File: config.mk
export PLATFORM = sky130hd
export DESIGN_NAME = voice_allocator
export DESIGN_NICKNAME = d
export VERILOG_FILES = /design/src/rtl/voice_allocator.sv
export SDC_FILE = /design/constraint.sdc
export NUM_CORES = 1
export LEC_CHECK = 0
export ABC_CLOCK_PERIOD_IN_PS = 10300
export BUFFER_PORTS_ARGS = -buffer_cell sky130_fd_sc_hd__buf_2
export CAP_MARGIN = 30
export CORE_ASPECT_RATIO = 2
export CORE_MARGIN = 2
export CORE_UTILIZATION = 50
export CTS_CLUSTER_DIAMETER = 60
export DETAILED_ROUTE_END_ITERATION = 8
export PLACE_DENSITY = 0.68
export SLEW_MARGIN = 25
export SYNTH_ARGS = -nofsm -noshare
export SYNTH_HDL_FRONTEND = slang
export SYNTH_SLANG_ARGS = --single-unit
File: constraint.sdc
create_clock -name CLOCK_50 -period 10.3 [get_ports CLOCK_50]
set_clock_uncertainty 0.05 [all_clocks]
set_input_delay 2.06 -clock CLOCK_50 [delete_from_list [all_inputs] [get_ports CLOCK_50]]
set_output_delay 2.06 -clock CLOCK_50 [all_outputs]
set_load 0.05 [all_outputs]
File: src/rtl/voice_allocator.sv
// voice_allocator: assigns MIDI note events to synth voices.
// Order of preference for a note-on: same-key retrigger, free voice,
// least-recently-used released voice, then steal the oldest held voice.
//
// state | meaning
// IDLE  | ready for an event; latches key/vel/type on handshake
// SCAN  | examines one voice per cycle, collecting candidates
// ISSUE | one-cycle alloc pulse; voice table updated at end of cycle
module voice_allocator #(
  parameter int VOICES  = 8,
  parameter int V_WIDTH = 3
) (
  input  logic               CLOCK_50,
  input  logic               reset_reg_N,
  input  logic               ev_valid,
  output logic               ev_ready,
  input  logic               ev_note_on,
  input  logic [6:0]         ev_key,
  input  logic [6:0]         ev_vel,
  input  logic [VOICES-1:0]  voice_free,
  output logic               alloc_valid,
  output logic [V_WIDTH-1:0] alloc_voice,
  output logic [6:0]         alloc_key,
  output logic [6:0]         alloc_vel,
  output logic               alloc_gate,
  output logic               alloc_steal,
  output logic [VOICES-1:0]  keys_on,
  output logic [V_WIDTH:0]   active_keys
);

  typedef enum logic [1:0] {IDLE, SCAN, ISSUE} state_t;

  localparam logic [V_WIDTH-1:0] LAST_IDX = V_WIDTH'(VOICES - 1);

  state_t               state_q, state_d;
  logic [V_WIDTH-1:0]   scan_idx_q, scan_idx_d;

  logic [6:0]           evt_key_q, evt_key_d;
  logic [6:0]           evt_vel_q, evt_vel_d;
  logic                 evt_on_q, evt_on_d;

  // Candidates: M = same key held, F = free, R = oldest released, O = oldest held
  logic                 m_hit_q, m_hit_d;
  logic [V_WIDTH-1:0]   m_idx_q, m_idx_d;
  logic                 f_hit_q, f_hit_d;
  logic [V_WIDTH-1:0]   f_idx_q, f_idx_d;
  logic                 r_hit_q, r_hit_d;
  logic [V_WIDTH-1:0]   r_idx_q, r_idx_d;
  logic                 o_hit_q, o_hit_d;
  logic [V_WIDTH-1:0]   o_idx_q, o_idx_d;

  logic                 alloc_valid_q, alloc_valid_d;
  logic [V_WIDTH-1:0]   alloc_voice_q, alloc_voice_d;
  logic [6:0]           alloc_key_q, alloc_key_d;
  logic [6:0]           alloc_vel_q, alloc_vel_d;
  logic                 alloc_gate_q, alloc_gate_d;
  logic                 alloc_steal_q, alloc_steal_d;

  logic [6:0]           key_q  [VOICES];
  logic [6:0]           key_d  [VOICES];
  logic [V_WIDTH-1:0]   rank_q [VOICES];
  logic [V_WIDTH-1:0]   rank_d [VOICES];
  logic [VOICES-1:0]    held_q, held_d;
  logic [V_WIDTH:0]     active_keys_q, active_keys_d;

  assign ev_ready    = (state_q == IDLE);
  assign alloc_valid = alloc_valid_q;
  assign alloc_voice = alloc_voice_q;
  assign alloc_key   = alloc_key_q;
  assign alloc_vel   = alloc_vel_q;
  assign alloc_gate  = alloc_gate_q;
  assign alloc_steal = alloc_steal_q;
  assign keys_on     = held_q;
  assign active_keys = active_keys_q;

  // Next-state logic: event latch, per-voice candidate scan and final selection
  always_comb begin
    state_d       = state_q;
    scan_idx_d    = scan_idx_q;
    evt_key_d     = evt_key_q;
    evt_vel_d     = evt_vel_q;
    evt_on_d      = evt_on_q;
    m_hit_d       = m_hit_q;
    m_idx_d       = m_idx_q;
    f_hit_d       = f_hit_q;
    f_idx_d       = f_idx_q;
    r_hit_d       = r_hit_q;
    r_idx_d       = r_idx_q;
    o_hit_d       = o_hit_q;
    o_idx_d       = o_idx_q;
    alloc_valid_d = 1'b0;
    alloc_voice_d = alloc_voice_q;
    alloc_key_d   = alloc_key_q;
    alloc_vel_d   = alloc_vel_q;
    alloc_gate_d  = alloc_gate_q;
    alloc_steal_d = alloc_steal_q;

    unique case (state_q)
      IDLE: begin
        if (ev_valid) begin
          evt_key_d  = ev_key;
          evt_vel_d  = ev_vel;
          // velocity-zero note-on is the running-status form of note-off
          evt_on_d   = ev_note_on && (ev_vel != 7'd0);
          scan_idx_d = '0;
          m_hit_d    = 1'b0;
          m_idx_d    = '0;
          f_hit_d    = 1'b0;
          f_idx_d    = '0;
          r_hit_d    = 1'b0;
          r_idx_d    = '0;
          o_hit_d    = 1'b0;
          o_idx_d    = '0;
          state_d    = SCAN;
        end
      end

      SCAN: begin
        if (held_q[scan_idx_q] && (key_q[scan_idx_q] == evt_key_q) && !m_hit_q) begin
          m_hit_d = 1'b1;
          m_idx_d = scan_idx_q;
        end
        if (!held_q[scan_idx_q] && voice_free[scan_idx_q] && !f_hit_q) begin
          f_hit_d = 1'b1;
          f_idx_d = scan_idx_q;
        end
        if (!held_q[scan_idx_q] && (!r_hit_q || (rank_q[scan_idx_q] > rank_q[r_idx_q]))) begin
          r_hit_d = 1'b1;
          r_idx_d = scan_idx_q;
        end
        if (held_q[scan_idx_q] && (!o_hit_q || (rank_q[scan_idx_q] > rank_q[o_idx_q]))) begin
          o_hit_d = 1'b1;
          o_idx_d = scan_idx_q;
        end

        if (scan_idx_q == LAST_IDX) begin
          if (evt_on_q) begin
            // some voice is always either released (R) or held (O)
            state_d       = ISSUE;
            alloc_valid_d = 1'b1;
            alloc_key_d   = evt_key_q;
            alloc_vel_d   = evt_vel_q;
            alloc_gate_d  = 1'b1;
            alloc_steal_d = 1'b0;
            if (m_hit_d) begin
              alloc_voice_d = m_idx_d;
            end else if (f_hit_d) begin
              alloc_voice_d = f_idx_d;
            end else if (r_hit_d) begin
              alloc_voice_d = r_idx_d;
            end else begin
              alloc_voice_d = o_idx_d;
              alloc_steal_d = 1'b1;
            end
          end else if (m_hit_d) begin
            state_d       = ISSUE;
            alloc_valid_d = 1'b1;
            alloc_voice_d = m_idx_d;
            alloc_key_d   = evt_key_q;
            alloc_vel_d   = evt_vel_q;
            alloc_gate_d  = 1'b0;
            alloc_steal_d = 1'b0;
          end else begin
            // note-off for a key nobody holds: consumed silently
            state_d = IDLE;
          end
        end else begin
          scan_idx_d = scan_idx_q + V_WIDTH'(1);
        end
      end

      ISSUE: begin
        state_d = IDLE;
      end

      default: begin
        state_d = IDLE;
      end
    endcase
  end

  // Voice table update at the end of ISSUE, plus held-voice popcount
  always_comb begin
    key_d  = key_q;
    rank_d = rank_q;
    held_d = held_q;
    if (state_q == ISSUE) begin
      if (alloc_gate_q) begin
        key_d[alloc_voice_q]  = evt_key_q;
        held_d[alloc_voice_q] = 1'b1;
        // chosen voice becomes newest; everything newer than it ages by one
        for (int i = 0; i < VOICES; i++) begin
          if (rank_q[i] < rank_q[alloc_voice_q]) begin
            rank_d[i] = rank_q[i] + V_WIDTH'(1);
          end
        end
        rank_d[alloc_voice_q] = '0;
      end else begin
        held_d[alloc_voice_q] = 1'b0;
      end
    end

    active_keys_d = '0;
    for (int i = 0; i < VOICES; i++) begin
      active_keys_d = active_keys_d + (V_WIDTH + 1)'(held_d[i]);
    end
  end

  // FSM, event latch, candidate and output registers
  always_ff @(posedge CLOCK_50 or negedge reset_reg_N) begin
    if (!reset_reg_N) begin
      state_q       <= IDLE;
      scan_idx_q    <= '0;
      evt_key_q     <= '0;
      evt_vel_q     <= '0;
      evt_on_q      <= 1'b0;
      m_hit_q       <= 1'b0;
      m_idx_q       <= '0;
      f_hit_q       <= 1'b0;
      f_idx_q       <= '0;
      r_hit_q       <= 1'b0;
      r_idx_q       <= '0;
      o_hit_q       <= 1'b0;
      o_idx_q       <= '0;
      alloc_valid_q <= 1'b0;
      alloc_voice_q <= '0;
      alloc_key_q   <= '0;
      alloc_vel_q   <= '0;
      alloc_gate_q  <= 1'b0;
      alloc_steal_q <= 1'b0;
    end else begin
      state_q       <= state_d;
      scan_idx_q    <= scan_idx_d;
      evt_key_q     <= evt_key_d;
      evt_vel_q     <= evt_vel_d;
      evt_on_q      <= evt_on_d;
      m_hit_q       <= m_hit_d;
      m_idx_q       <= m_idx_d;
      f_hit_q       <= f_hit_d;
      f_idx_q       <= f_idx_d;
      r_hit_q       <= r_hit_d;
      r_idx_q       <= r_idx_d;
      o_hit_q       <= o_hit_d;
      o_idx_q       <= o_idx_d;
      alloc_valid_q <= alloc_valid_d;
      alloc_voice_q <= alloc_voice_d;
      alloc_key_q   <= alloc_key_d;
      alloc_vel_q   <= alloc_vel_d;
      alloc_gate_q  <= alloc_gate_d;
      alloc_steal_q <= alloc_steal_d;
    end
  end

  // Per-voice key/held/rank table and active count
  always_ff @(posedge CLOCK_50 or negedge reset_reg_N) begin
    if (!reset_reg_N) begin
      for (int i = 0; i < VOICES; i++) begin
        key_q[i]  <= '0;
        rank_q[i] <= V_WIDTH'(i);
      end
      held_q        <= '0;
      active_keys_q <= '0;
    end else begin
      key_q         <= key_d;
      rank_q        <= rank_d;
      held_q        <= held_d;
      active_keys_q <= active_keys_d;
    end
  end

endmodule

==> results.toml, run 1 <==
[timing]
hold_slack_ns = 0.425
maxSlewHeadroom_pct = 37.7
fmax_mhz = 214
min_period_ns = 4.68
drv_slew = 0
setup_viol = 0
min_period_over_period_pct = 45.5
worst_pin_slew_ns = 0.935
tns_ns = 0
hold_viol = 0
grt_setup_unrepaired = "no"

[floorplan]
io_pins = 59
start_util_pct = 50.7
dieArea_um2 = 17500
die_h_um = 185
coreArea_um2 = 16200
dieWidth_um = 94.6
rows = 66

[logic_synthesis]
async_reset_ff_share_pct = 100
synth_edf_count = 0
ys_ff_latch = 148
seq_area_frac_synth_pct = 45.3
syn_avg_cell_area_um2 = 11.6
ys_warn_count = 0
synth_area_um2 = 8210
ys_types = 58
synthCells = 709
synth_flop_cell = "dfrtp_1"
syn_nets = 774

[grt]
grt_overflow = 0
grt.total_usage_pct = 25.8
grt_pass1_wl_um = 33300
antenna_found_initial = 0
grt_pass1_vias = 6357
grt_max_degree = 78

[clock_tree]
hold_buffers = 0
clk_latency_ns = 0.42
clockBufferDepth = 2
post_cts_buffers = 0
root_buffer = "clkbuf_16"
cts_max_level = 4
cts_tree = "yes"
cts_buffers = 17
clk_pin_slew_ns = 0.06
ctsResizeCount = 0
cts.sinks = 148

[power_and_ir_drop]
netSwitchingPower_mw = 0.811
peakVddDrop_uv = 207
power_frac_comb_pct = 31.2
design_power_total_mw = 2.10
p_sw_share_pct = 38.7
p_leak_nw = 4.43
power-per-cell-area_nw_per_um2 = 227
p_int_mw = 1.28
share_seq_of_total_power_pct = 39.6
clkPwrFrac_pct = 29.2

[placement]
placedInstanceArea_um2 = 8620
portBuffers = 58
dp_hpwl_um = 15400
gp_congestion = 0.895

[drt]
via_count = 5828
vias_per_cell = 5.96
drc = 0
wire_per_inst_um = 21.5
ant_nets = 0
drt-pass1-iter-count = 4
drt_iter0_drc = 284
totalWireLength_um = 21000

[final_layout]
n_antenna_cell = 0
syn2layout_area_growth_pct = 12.4
layout-drive-gt1-share_pct = 29.8
utilization_pct = 57.0
final_area_um2 = 9230
layout_common_cells = "dfrtp_1 (135), nand2_1 (111), mux2_2 (65)"
final_common_cell = "dfrtp_1"
nNetsFinal = 826

[critical_path]
critPathMaxFanout = 11
startpoint = "state_q[0]"
cp.required_ns = 10.55
cp.arrival_ns = 4.94
cp-start-kind = "flip-flop"
rr_startpoint = "state_q[0]"
crit_path_end_kind = "flip-flop"
crit_type = "flip-flop to flip-flop"

[outcome]
status = "finished, final reports clean"

[hold_path]
hold_class = "flip-flop to flip-flop"
hp-start = "evt_vel_q[2]"

[flow_run]
drv_cap = 0
==> layer usage <==
metal,share of wire (%),wire [um],global-route usage [%]
met5,0,0,0
met4,6.0,1270,16.6
met3,3.4,720,4.52
met2,57,11900,47.5
met1,34,7140,26.0
==> power groups by stage <==
stage	sequential (mW)	clock (mW)	combinational (mW)
CTS	0.828	0.621	0.657
global placement	0.829	0	0.641
global route	0.845	0.645	0.707
floorplan	0.845	0	0.467
finish	0.830	0.613	0.653
detailed placement	0.837	0	0.654
==> critical path, cell delays in order (launching register included) <==
cell,delay [ns]
dfrtp_1,0.40
nor2b_1,0.37
or3b_2,0.54
nor2_1,0.66
a21o_1,0.16
inv_1,0.06
fa_1,0.48
inv_1,0.05
fa_1,0.47
inv_1,0.05
fa_1,0.46
inv_1,0.08
ha_1,0.17
inv_1,0.06
fa_1,0.37
xnor2_1,0.14
==> cell usage after synthesis (all sizes together), types with 2 or more instances <==
cell    instances  area (um^2)
mux4           38          860
nand2         111          417
or4             3         22.5
buf            22          151
inv            24         90.1
mux2           70          807
and2            4         25.0
clkbuf         13         48.8
ha             35          438
nor3            6         30.0
a22oi           2         15.0
a22o            3         26.3
o21ai          32          160
a21oi          14         70.1
or2             5         31.3
o211ai          2         15.0
xor2           16          140
nand2b          2         12.5
nand3          28          140
dfrtp         136         3400
nor2b           9         56.3
xnor2           7         61.3
a21o            2         15.0
nor2           44          181
mux2i          24          240
o21a           12         90.1
dfstp          12          315
a41o            3         30.0
o22ai           4         25.0
fa              4         80.1
nand3b          2         15.0
==> flip-flops by register name, summed over array words and instances (netlist names), 2 cells and up <==
signal and count:
key_q 56, rank_q 24, keys_on 8, alloc_key 7, alloc_vel 7, evt_key_q 7, evt_vel_q 7, active_keys 4
alloc_voice 3, f_idx_q 3, m_idx_q 3, o_idx_q 3, r_idx_q 3, scan_idx_q 3, state_q 2
==> logic make-up (layout without fill, tap and decap cells) <==
family                     after synthesis  in the layout  synth area share, %
xor gates and xnor gates                23             23                 2.45
AOI/OAI and AO/OA                       87             87                 6.95
DFF                                    148            148                 45.3
buffers and inverters                   59            124                 3.54
adders and majority gates               39             39                 6.31
muxes                                  132            132                 23.2
and+or+nand+nor                        221            221                 12.2
==> metrics by stage <==
step	setup WS (ns)	cells
2_1_floorplan	5.84	709
3_3_place_gp	5.73	941
3_5_place_dp	5.61	944
4_1_cts	5.58	976
5_1_grt	5.29	978
6_report	5.62	978
==> layout make-up <==
class / instances / area (um^2)
Clock buffer: 21 / 460
Clock inverter: 11 / 124
Fill cell: 1412 / 6960
Inverter: 24 / 90.1
Multi-Input combinational cell: 502 / 4200
Sequential cell: 148 / 3720
Tap cell: 204 / 255
Timing Repair Buffer: 68 / 377
==> final timing paths <==
| path | end | slack (ns) | depth (start not counted) |
|---|---|---|---|
| min in group asynchronous | rank_q[7] | 1.59 | 1 |
| max | active_keys[2] | 5.62 | 15 |
| max reg2reg | active_keys[2] | 5.62 | 15 |
| min reg2reg | evt_vel_q[2] | 0.42 | 2 |
| max in group asynchronous | scan_idx_q[0] | 7.44 | 2 |
| min | evt_vel_q[2] | 0.42 | 2 |
Note: power is estimated with default switching activity, not from simulation.
==> inputs of run 2 (changes only) <==
ABC_CLOCK_PERIOD_IN_PS = 4800   (was 10300)
clock period = 4.8 ns   (was 10.3 ns; I/O delays follow)
==> run 2 against run 1 <==
  * Final cell count is 0.20% higher
  * Non-clock buffer count is 2 higher
  * Utilization is 0.24 points higher
  * Routed wire length is 1.7% lower
  * Die area stayed put
  * Fmax is 5.6% higher
  * Design area is 0.42% higher
  * Register-to-register slack worse by 5.3 ns
  * Global-route usage is 0.45 points lower
  * First-iteration DRC count is 32% higher
  * Sequential share of layout area is 0.17 points lower
  * Largest cell class unchanged
==> results.toml, run 2 (same netlist as run 1, synthesis figures left out) <==
[outcome]
status = "finished, final reports clean"

[floorplan]
dieWidth_um = 94.6
die_h_um = 185
rows = 66
dieArea_um2 = 17500
coreArea_um2 = 16200
io_pins = 59
start_util_pct = 50.7

[final_layout]
nNetsFinal = 828
n_antenna_cell = 0
layout-drive-gt1-share_pct = 30.2
layout_common_cells = "dfrtp_1 (135), nand2_1 (111), mux2_2 (65)"
largest_reg_flops = 56
regMostFlops = "key_q"
register_area_um2 = 3720
nFillCells = 1367
syn2layout_area_growth_pct = 12.9
multiInputGateArea_um2 = 4200
final_common_cell = "dfrtp_1"

[grt]
grt_overflow = 0
grt.total_usage_pct = 25.3
grt_pass1_wl_um = 32800
antenna_found_initial = 0
grt_pass1_vias = 6123
grt_max_degree = 94

[timing]
maxSlewHeadroom_pct = 35.9
hold_viol = 0
worst_pin_slew_ns = 0.958
min_period_ns = 4.44
grt_setup_unrepaired = "no"
tns_ns = 0
min_period_over_period_pct = 92.4
drv_slew = 0
setup_viol = 0
fmax_mhz = 225

[clock_tree]
clk_latency_ns = 0.43
cts_tree = "yes"
hold_buffers = 0
cts.sinks = 148
post_cts_buffers = 0
ctsResizeCount = 0
cts_max_level = 4
cts_buffers = 17
root_buffer = "clkbuf_16"
clockBufferDepth = 2
clk_pin_slew_ns = 0.06

[drt]
drt_iter0_drc = 376
drt-pass1-iter-count = 5
vias_per_cell = 5.93
totalWireLength_um = 20700
drc = 0
ant_nets = 0
wire_per_inst_um = 21.1
via_count = 5816

[flow_run]
drv_cap = 0

[placement]
dp_hpwl_um = 15400
gp_congestion = 0.901
portBuffers = 58

[power_and_ir_drop]
peakVddDrop_uv = 391
p_leak_nw = 4.45
power-per-cell-area_nw_per_um2 = 493
design_power_total_mw = 4.57

[critical_path]
cp.arrival_ns = 4.69
crit_type = "flip-flop to flip-flop"
crit_path_end_kind = "flip-flop"
cp.required_ns = 5.06
critPathMaxFanout = 9
cp-start-kind = "flip-flop"

[hold_path]
hold_class = "flip-flop to flip-flop"
[run 2: cell types whose count changed in the layout (fill, tap and decap cells not counted), sizes merged]
cell | previous run | this run
buf | 68 | 70
bufinv | 2 | 3
clkinvlp | 3 | 2
[run 2: area by class of cell]
cell class                 count  share of cell area, %
tap                          204                   2.76
clock inverter                11                   1.62
inverter                      24                  0.972
timing repair buffer          70                   4.17
clock buffer                  21                   4.97
sequential                   148                   40.2
multi-input combinational    502                   45.4
[run 2: worst paths after layout]
kind                               from        endpoint  slack, ns  depth (start not counted)
max                          state_q[0]  active_keys[2]       0.36                         14
min                        evt_vel_q[4]    evt_vel_q[4]       0.42                          2
max reg2reg                  state_q[0]  active_keys[2]       0.36                         14
min reg2reg                evt_vel_q[4]    evt_vel_q[4]       0.42                          2
max in group asynchronous   reset_reg_N    evt_key_q[4]       3.19                          2
min in group asynchronous   reset_reg_N      keys_on[7]       0.57                          1
[run 2: report_power, final]
group	internal, mW	switching (mW)	leakage, nW	total (mW)
sequential	1.45	0.314	1.95	1.76
clock	0.848	0.523	0.294	1.37
combinational	0.524	0.911	2.20	1.44
total	2.82	1.75	4.45	4.57
[run 2: per-layer routing]
layer,global-route usage [%],wire length (um)
met2,45.5,11600
met4,16.6,1370
met1,26.6,7040
met3,4.11,693
met5,0,0
[run 2: per-stage QoR]
step / instances / cell area (um^2) / setup WS [ns] / hold slack [ns] / util [%]
after global routing: 980 / 9260 / 0.158 / 0.452 / 57.2
after detailed placement: 948 / 8650 / 0.398 / 0.411 / 53.5
final: 980 / 9260 / 0.365 / 0.423 / 57.2
after CTS: 980 / 9260 / 0.382 / 0.426 / 57.2
after global placement: 948 / 8650 / 0.472 / 0.402 / 53.4
after floorplan: 709 / 8210 / 0.340 / 0.390 / -
[run 2: critical path, stage by stage, from the launching register on]
cell     delay, ns
dfrtp_1       0.40
nor2b_1       0.34
or3b_2        0.54
or2_2         0.40
and2_1        0.20
fa_1          0.55
inv_1         0.05
fa_1          0.47
inv_1         0.06
fa_1          0.45
inv_1         0.07
ha_1          0.17
inv_1         0.06
fa_1          0.37
xnor2_1       0.14
